`config.mk`:
```
export PLATFORM = sky130hd
export DESIGN_NAME = servo_pwm_array_flat
export DESIGN_NICKNAME = d
export VERILOG_FILES = /design/src/rtl/servo_pwm_array_if.sv /design/src/rtl/servo_pwm_array.sv /design/src/flat_wrapper.sv
export SDC_FILE = /design/constraint.sdc
export NUM_CORES = 1
export LEC_CHECK = 0
export CAP_MARGIN = 20
export CORE_MARGIN = 5
export CORE_UTILIZATION = 55
export CTS_BUF_LIST = sky130_fd_sc_hd__clkbuf_8
export DETAILED_ROUTE_END_ITERATION = 10
export GPL_TIMING_DRIVEN = 0
export HOLD_SLACK_MARGIN = 0.1
export PLACE_DENSITY = 0.76
export SLEW_MARGIN = 20
export SYNTH_ARGS = -nofsm -noshare
export SYNTH_HDL_FRONTEND = slang
export SYNTH_SLANG_ARGS = --single-unit
export TNS_END_PERCENT = 30
```
`constraint.sdc`:
```
create_clock -name clk -period 7.4 [get_ports clk]
set_input_delay 1.48 -clock clk [delete_from_list [all_inputs] [get_ports clk]]
set_output_delay 1.48 -clock clk [all_outputs]
set_load 0.05 [all_outputs]
```
`src/rtl/servo_pwm_array_if.sv`:
```
// Register-write bus between the host-side register master and servo_pwm_array.
interface servo_pwm_array_if #(
    parameter int AW = 3
) ();
    logic          wr_en;
    logic          rd_en;
    logic [AW-1:0] addr;
    logic [15:0]   wdata;
    logic [15:0]   rdata;
    logic          wr_err;
    logic          clamped;

    modport master (
        output wr_en, rd_en, addr, wdata,
        input  rdata, wr_err, clamped
    );

    modport slave (
        input  wr_en, rd_en, addr, wdata,
        output rdata, wr_err, clamped
    );
endinterface

```
`src/rtl/servo_pwm_array.sv`:
```
// Multi-channel hobby-servo PWM generator. Widths and the enable mask are
// written to pending registers and copied to the active set only at the frame
// boundary, so an output pulse is never cut short or stretched mid-frame.
module servo_pwm_array #(
    parameter int NUM_CH    = 4,
    parameter int AW        = 3,
    parameter int TICK_DIV  = 100,
    parameter int PERIOD_US = 20000,
    parameter int MIN_US    = 500,
    parameter int MAX_US    = 2500,
    parameter int CENTER_US = 1500
) (
    input  logic                clk,
    input  logic                rst,
    servo_pwm_array_if.slave    bus,
    output logic                frame_start,
    output logic [NUM_CH-1:0]   signal
);

    localparam int PW = (TICK_DIV > 1) ? $clog2(TICK_DIV) : 1;
    localparam int FW = (PERIOD_US > 1) ? $clog2(PERIOD_US) : 1;

    localparam logic [PW-1:0] P_LAST  = PW'(TICK_DIV - 1);
    localparam logic [FW-1:0] F_LAST  = FW'(PERIOD_US - 1);
    localparam logic [15:0]   W_MIN   = 16'(MIN_US);
    localparam logic [15:0]   W_MAX   = 16'(MAX_US);
    localparam logic [15:0]   W_CTR   = 16'(CENTER_US);
    localparam logic [AW-1:0] EN_ADDR = AW'(NUM_CH);

    logic [PW-1:0]     pcnt;
    logic [FW-1:0]     fcnt;
    logic [FW-1:0]     fcnt_nxt;
    logic              tick;
    logic              boundary;

    logic [15:0]       pend_w [NUM_CH];
    logic [15:0]       act_w  [NUM_CH];
    logic [NUM_CH-1:0] pend_en;
    logic [NUM_CH-1:0] act_en;

    logic              addr_is_ch;
    logic              addr_is_en;
    logic [15:0]       wr_val;
    logic              wr_clip;
    logic [15:0]       rd_val;
    logic [NUM_CH-1:0] sig_nxt;

    // Tick and frame-boundary decode, next frame-counter value
    always_comb begin
        tick     = (pcnt == P_LAST);
        boundary = tick && (fcnt == F_LAST);
        if (boundary)
            fcnt_nxt = '0;
        else if (tick)
            fcnt_nxt = fcnt + 1'b1;
        else
            fcnt_nxt = fcnt;
    end

    // Prescaler and frame counter
    always_ff @(posedge clk or posedge rst) begin
        if (rst) begin
            pcnt <= '0;
            fcnt <= '0;
        end else begin
            pcnt <= tick ? '0 : pcnt + 1'b1;
            fcnt <= fcnt_nxt;
        end
    end

    // Address decode, width clamping and readback mux
    always_comb begin
        addr_is_ch = (bus.addr < EN_ADDR);
        addr_is_en = (bus.addr == EN_ADDR);
        wr_clip    = 1'b0;
        wr_val     = bus.wdata;
        if (bus.wdata < W_MIN) begin
            wr_val  = W_MIN;
            wr_clip = 1'b1;
        end else if (bus.wdata > W_MAX) begin
            wr_val  = W_MAX;
            wr_clip = 1'b1;
        end
        rd_val = '0;
        if (addr_is_en)
            rd_val = 16'(pend_en);
        for (int unsigned i = 0; i < NUM_CH; i++) begin
            if (bus.addr == AW'(i))
                rd_val = pend_w[i];
        end
    end

    // Pending register writes; last write in a frame wins
    always_ff @(posedge clk or posedge rst) begin
        if (rst) begin
            for (int unsigned i = 0; i < NUM_CH; i++)
                pend_w[i] <= W_CTR;
            pend_en <= '0;
        end else if (bus.wr_en) begin
            for (int unsigned i = 0; i < NUM_CH; i++) begin
                if (bus.addr == AW'(i))
                    pend_w[i] <= wr_val;
            end
            if (addr_is_en)
                pend_en <= bus.wdata[NUM_CH-1:0];
        end
    end

    // Bus responses: error/clamp pulses and read data (write takes priority)
    always_ff @(posedge clk or posedge rst) begin
        if (rst) begin
            bus.rdata   <= '0;
            bus.wr_err  <= 1'b0;
            bus.clamped <= 1'b0;
        end else begin
            bus.wr_err  <= bus.wr_en && !addr_is_ch && !addr_is_en;
            bus.clamped <= bus.wr_en && addr_is_ch && wr_clip;
            if (bus.rd_en && !bus.wr_en)
                bus.rdata <= rd_val;
        end
    end

    // Active set reloads from pending (pre-write values) at the frame boundary
    always_ff @(posedge clk or posedge rst) begin
        if (rst) begin
            for (int unsigned i = 0; i < NUM_CH; i++)
                act_w[i] <= W_CTR;
            act_en <= '0;
        end else if (boundary) begin
            for (int unsigned i = 0; i < NUM_CH; i++)
                act_w[i] <= pend_w[i];
            act_en <= pend_en;
        end
    end

    // Next output level; uses the values the active set will hold after this
    // edge so the first pulse of a frame lines up with frame_start
    always_comb begin
        sig_nxt = '0;
        for (int unsigned i = 0; i < NUM_CH; i++) begin
            if (boundary)
                sig_nxt[i] = pend_en[i] && (16'(fcnt_nxt) < pend_w[i]);
            else
                sig_nxt[i] = act_en[i] && (16'(fcnt_nxt) < act_w[i]);
        end
    end

    // Registered outputs
    always_ff @(posedge clk or posedge rst) begin
        if (rst) begin
            signal      <= '0;
            frame_start <= 1'b0;
        end else begin
            signal      <= sig_nxt;
            frame_start <= boundary;
        end
    end

endmodule

```
`src/flat_wrapper.sv`:
```
// flat-port wrapper written by rule: the top's interface ports become plain ports
module servo_pwm_array_flat 
#(
    parameter int NUM_CH    = 4,
    parameter int AW        = 3,
    parameter int TICK_DIV  = 100,
    parameter int PERIOD_US = 20000,
    parameter int MIN_US    = 500,
    parameter int MAX_US    = 2500,
    parameter int CENTER_US = 1500
)
  (clk, rst, frame_start, signal, bus_wr_en, bus_rd_en, bus_addr, bus_wdata, bus_rdata, bus_wr_err, bus_clamped);
  servo_pwm_array_if #(.AW(AW)) bus_i ();
  input  logic clk;
  input  logic rst;
  output logic frame_start;
  output logic [NUM_CH-1:0] signal;
  input wire logic [$bits(bus_i.wr_en)-1:0] bus_wr_en;
  input wire logic [$bits(bus_i.rd_en)-1:0] bus_rd_en;
  input wire logic [$bits(bus_i.addr)-1:0] bus_addr;
  input wire logic [$bits(bus_i.wdata)-1:0] bus_wdata;
  output wire logic [$bits(bus_i.rdata)-1:0] bus_rdata;
  output wire logic [$bits(bus_i.wr_err)-1:0] bus_wr_err;
  output wire logic [$bits(bus_i.clamped)-1:0] bus_clamped;
  assign bus_i.wr_en = bus_wr_en;
  assign bus_i.rd_en = bus_rd_en;
  assign bus_i.addr = bus_addr;
  assign bus_i.wdata = bus_wdata;
  assign bus_rdata = bus_i.rdata;
  assign bus_wr_err = bus_i.wr_err;
  assign bus_clamped = bus_i.clamped;
  servo_pwm_array #(.NUM_CH(NUM_CH), .AW(AW), .TICK_DIV(TICK_DIV), .PERIOD_US(PERIOD_US), .MIN_US(MIN_US), .MAX_US(MAX_US), .CENTER_US(CENTER_US)) u_core (.clk(clk), .rst(rst), .bus(bus_i), .frame_start(frame_start), .signal(signal));
endmodule
```
==> results.yml <==
timing:
  rsz0062_at_grt: "no"
  finalHoldViolations: 0
  post-route-min-period_ns: 5.08
  fmax_ghz: 0.197
  worst_slack_ns: 2.32
  maxSlewViolCount: 0
  worst_pin_slew_ns: 1.14
  setup_viol: 0
  maxSlewHeadroom: 0.236
  fin_worst_skew_ns: 0.0157
  period_share: 0.687
power:
  vdd_drop_max_mv: 0.152
  p_per_area_nw_per_um2: 180
  total_leakage_power_uw: 0.00505
status:
  status: "finished, final reports clean"
setup_path:
  ff2ff_setup_slack_ns: 2.32
  critical_path_class: "reg2reg"
  cp_max_fo: 10
  r2r-end: "u_core.signal[0]"
  reg2reg_from: "u_core.pcnt[0]"
  worst_r2r_path_depth: 17
  start_kind: "flip-flop"
  critPathRequiredTime_ns: 7.74
  arrival_ns: 5.43
  end_kind: "flip-flop"
hold_path:
  whs_path_depth: 2
  min_to: "u_core.act_w[36]"
  min-delay-start: "u_core.act_w[36]"
  hold_class: "reg2reg"
logic_synthesis:
  ys_seq_elements: 181
  synth_fa_ha_area_frac: 0.118
  synth_flop_cell: "dfrtp_1"
  yosys.area_share.simple: 0.168
  ys_types: 78
  yosysTopAreaCellShare: 0.311
  synth_compound_area_frac: 0.167
  synthArstFlopShare: 1.00
  synth.largest_area_cell: "dfrtp_1"
  synth.mux.area_fraction: 0.0165
  synth_top_family_by_area: "simple AND/OR/NAND/NOR gates"
  synth_seq_area_share: 0.457
  synth_area_leaders: "dfrtp_1, dfstp_2, ha_1"
  synth_nets: 1220
  synth-xor-area-share: 0.0165
  synth_edf_count: 0
  postSynthCellCount: 1105
  syn_area_um2: 10100
  ys_warn_count: 0
  avgSynthCellArea_um2: 9.11
cts:
  htreeDepth: 4
  clock_latency_ns: 0.47
  cts_tree: "yes"
  clk_pin_slew_ns: 0.10
  cts.sinks: 181
  post_cts_resized: 0
  clock_path_buffers: 2
  post_cts_buffers: 0
  clockRootBuffer: "clkbuf_8"
  hold_buffers: 0
  cts_buffers: 17
placement:
  dpl.hpwl_um: 21400
  numPortBuffers: 44
  gp_congestion: 0.986
  post-place-ws_ns: 2.40
grt:
  grt_overflow: 0
  grt_start_max_net_pins: 97
  grt_first_pass_wirelength_um: 45100
  grt_pass1_vias: 8160
  track_usage: 0.268
  antenna_found_initial: 0
floorplanning:
  die_h_um: 145
  fp-row-count: 49
  num_io_pins: 46
  start_util: 0.560
  die_area_um2: 21100
  die_w_um: 145
  core_area_um2: 18000
flow_run:
  max-cap-violations: 0
detailed_routing:
  drt_pass1_iterations: 7
  drtAntennaViolNets: 0
  wl_um: 28200
  drt_iter0_drc: 805
  drt-vias-per-instance: 5.96
  wl_per_cell_um: 20.0
  route.detailed.drc: 0
  num_vias: 8421
layout:
  drive_gt1_frac: 0.107
  final_util: 0.627
  antenna_cells: 0
  area_delta_synth_final_pct: 11.9
  fin_nets: 1286
==> state kept, by name, indices dropped and copies added (netlist names) <==
| name | cells |
|---|---|
| u_core.act_w | 64 |
| u_core.pend_w | 64 |
| u_core.bus.rdata | 16 |
| u_core.fcnt | 15 |
| u_core.pcnt | 7 |
| u_core.act_en | 4 |
| u_core.pend_en | 4 |
| u_core.signal | 4 |
| u_core.bus.clamped | 1 |
| u_core.bus.wr_err | 1 |
| u_core.frame_start | 1 |
==> per-layer routing <==
metal | global-route usage | wire, µm | part of all wire | vias to the layer above
li1 | - | - | - | 3932
met1 | 0.366 | 12000 | 0.43 | 4065
met2 | 0.431 | 13200 | 0.47 | 346
met3 | 0.0380 | 1870 | 0.066 | 78
met4 | 0.115 | 1160 | 0.041 | 0
met5 | 0 | 0 | 0 | -
==> cells by family (layout without fill, tap and decap cells) <==
group,count (synthesis),in the layout
xor gates and xnor gates,19,19
AOI/OAI and AO/OA,281,281
and+or+nand+nor,370,370
DFF,181,181
muxes,13,13
adders and majority gates,96,96
buffers and inverters,145,224
==> synth_stat cells, drive strengths merged, types with 6 or more instances <==
master   number
a21o         21
and2          8
nand2b        7
nor2b        14
o21ai       140
mux2          9
o22ai         6
a21oi        55
nand4        12
xor2          6
xnor2        13
nand2       202
dfrtp       125
ha           92
dfstp        56
inv         105
a22oi        10
clkbuf       37
o2111ai       6
nand3        19
nor3         15
nor2         65
==> power breakdown <==
group / switching [µW] / internal [µW] / leakage, µW / total [µW]
Clock: 401 / 281 / 0.000199 / 683
Combinational: 162 / 85.4 / 0.00257 / 247
Sequential: 48.5 / 1050 / 0.00228 / 1100
==> through the flow <==
stage	total power, µW	hold WS, ns	cells	instance area (µm²)	setup TNS, ns
6_report	2030	0.461	1413	11300	0
4_1_cts	2030	0.461	1413	11300	0
3_3_place_gp	1350	0.443	1378	10800	-155.71
5_1_grt	2110	0.474	1413	11300	0
3_5_place_dp	1360	0.447	1381	10900	0
2_1_floorplan	1250	0.432	1105	10100	0
==> final cells by class <==
type	count	area, µm²
clock buffer	17	234
timing repair buffer	47	480
sequential	181	4600
buffer	40	178
clock inverter	15	160
multi-input combinational	779	4920
tap	229	287
fill	1528	6700
inverter	105	402
==> cell usage in the layout, fill, tap and decap left out, types with 3 or more instances in the layout <==
cell type        synthesis  final
a21oi_1                 55     55
and3_1                   3      3
and2_1                   6      6
o21ai_0                140    140
maj3_1                   4      4
a21o_1                  19     19
clkbuf_1                35     35
inv_1                  105    104
nand4b_1                 3      3
a22oi_1                 10     10
xnor2_2                  0      3
inv_6                    0      7
nor2b_1                 14     14
a41oi_1                  3      3
o31ai_1                  3      3
o2111ai_1                6      6
ha_1                    92     92
xor2_1                   6      6
o22ai_1                  6      6
nor3_1                  15     14
clkdlybuf4s50_1          0     44
nand2_1                202    202
mux2_2                   9      9
dfrtp_1                125    125
nand3_1                 19     19
inv_8                    0      3
xnor2_1                 13     10
nor2_1                  65     65
a31oi_1                  5      5
clkbuf_8                 2     19
nand2b_1                 7      7
nand4_1                 12     12
dfstp_2                 56     56
==> worst max-delay path, stage by stage, from the launching register on <==
cell and delay, ns:
dfrtp_1 0.38, ha_1 0.31, nor4bb_1 0.33, nand2_1 0.20, nor3_2 0.47, buf_4 0.26, clkbuf_1 0.45, nor2_1 0.41
ha_1 0.43, a21o_1 0.11, a21o_1 0.10, a211oi_1 0.06, or4b_2 0.66, o2111ai_1 0.14, o41ai_2 0.13, nor3_1 0.20
o221a_1 0.22, nor2_1 0.07
==> how the worst max path moves through the flow <==
stage,from,endpoint,depth (start not counted)
2_1_floorplan,rst,u_core.act_en[0],1
4_1_cts,u_core.pcnt[0],u_core.signal[0],17
6_report,u_core.pcnt[0],u_core.signal[0],17
3_3_place_gp,rst,u_core.act_w[30],2
5_1_grt,u_core.pcnt[0],u_core.signal[0],17
3_5_place_dp,u_core.pcnt[0],u_core.signal[0],17
Power figures use the tool's default switching activity.
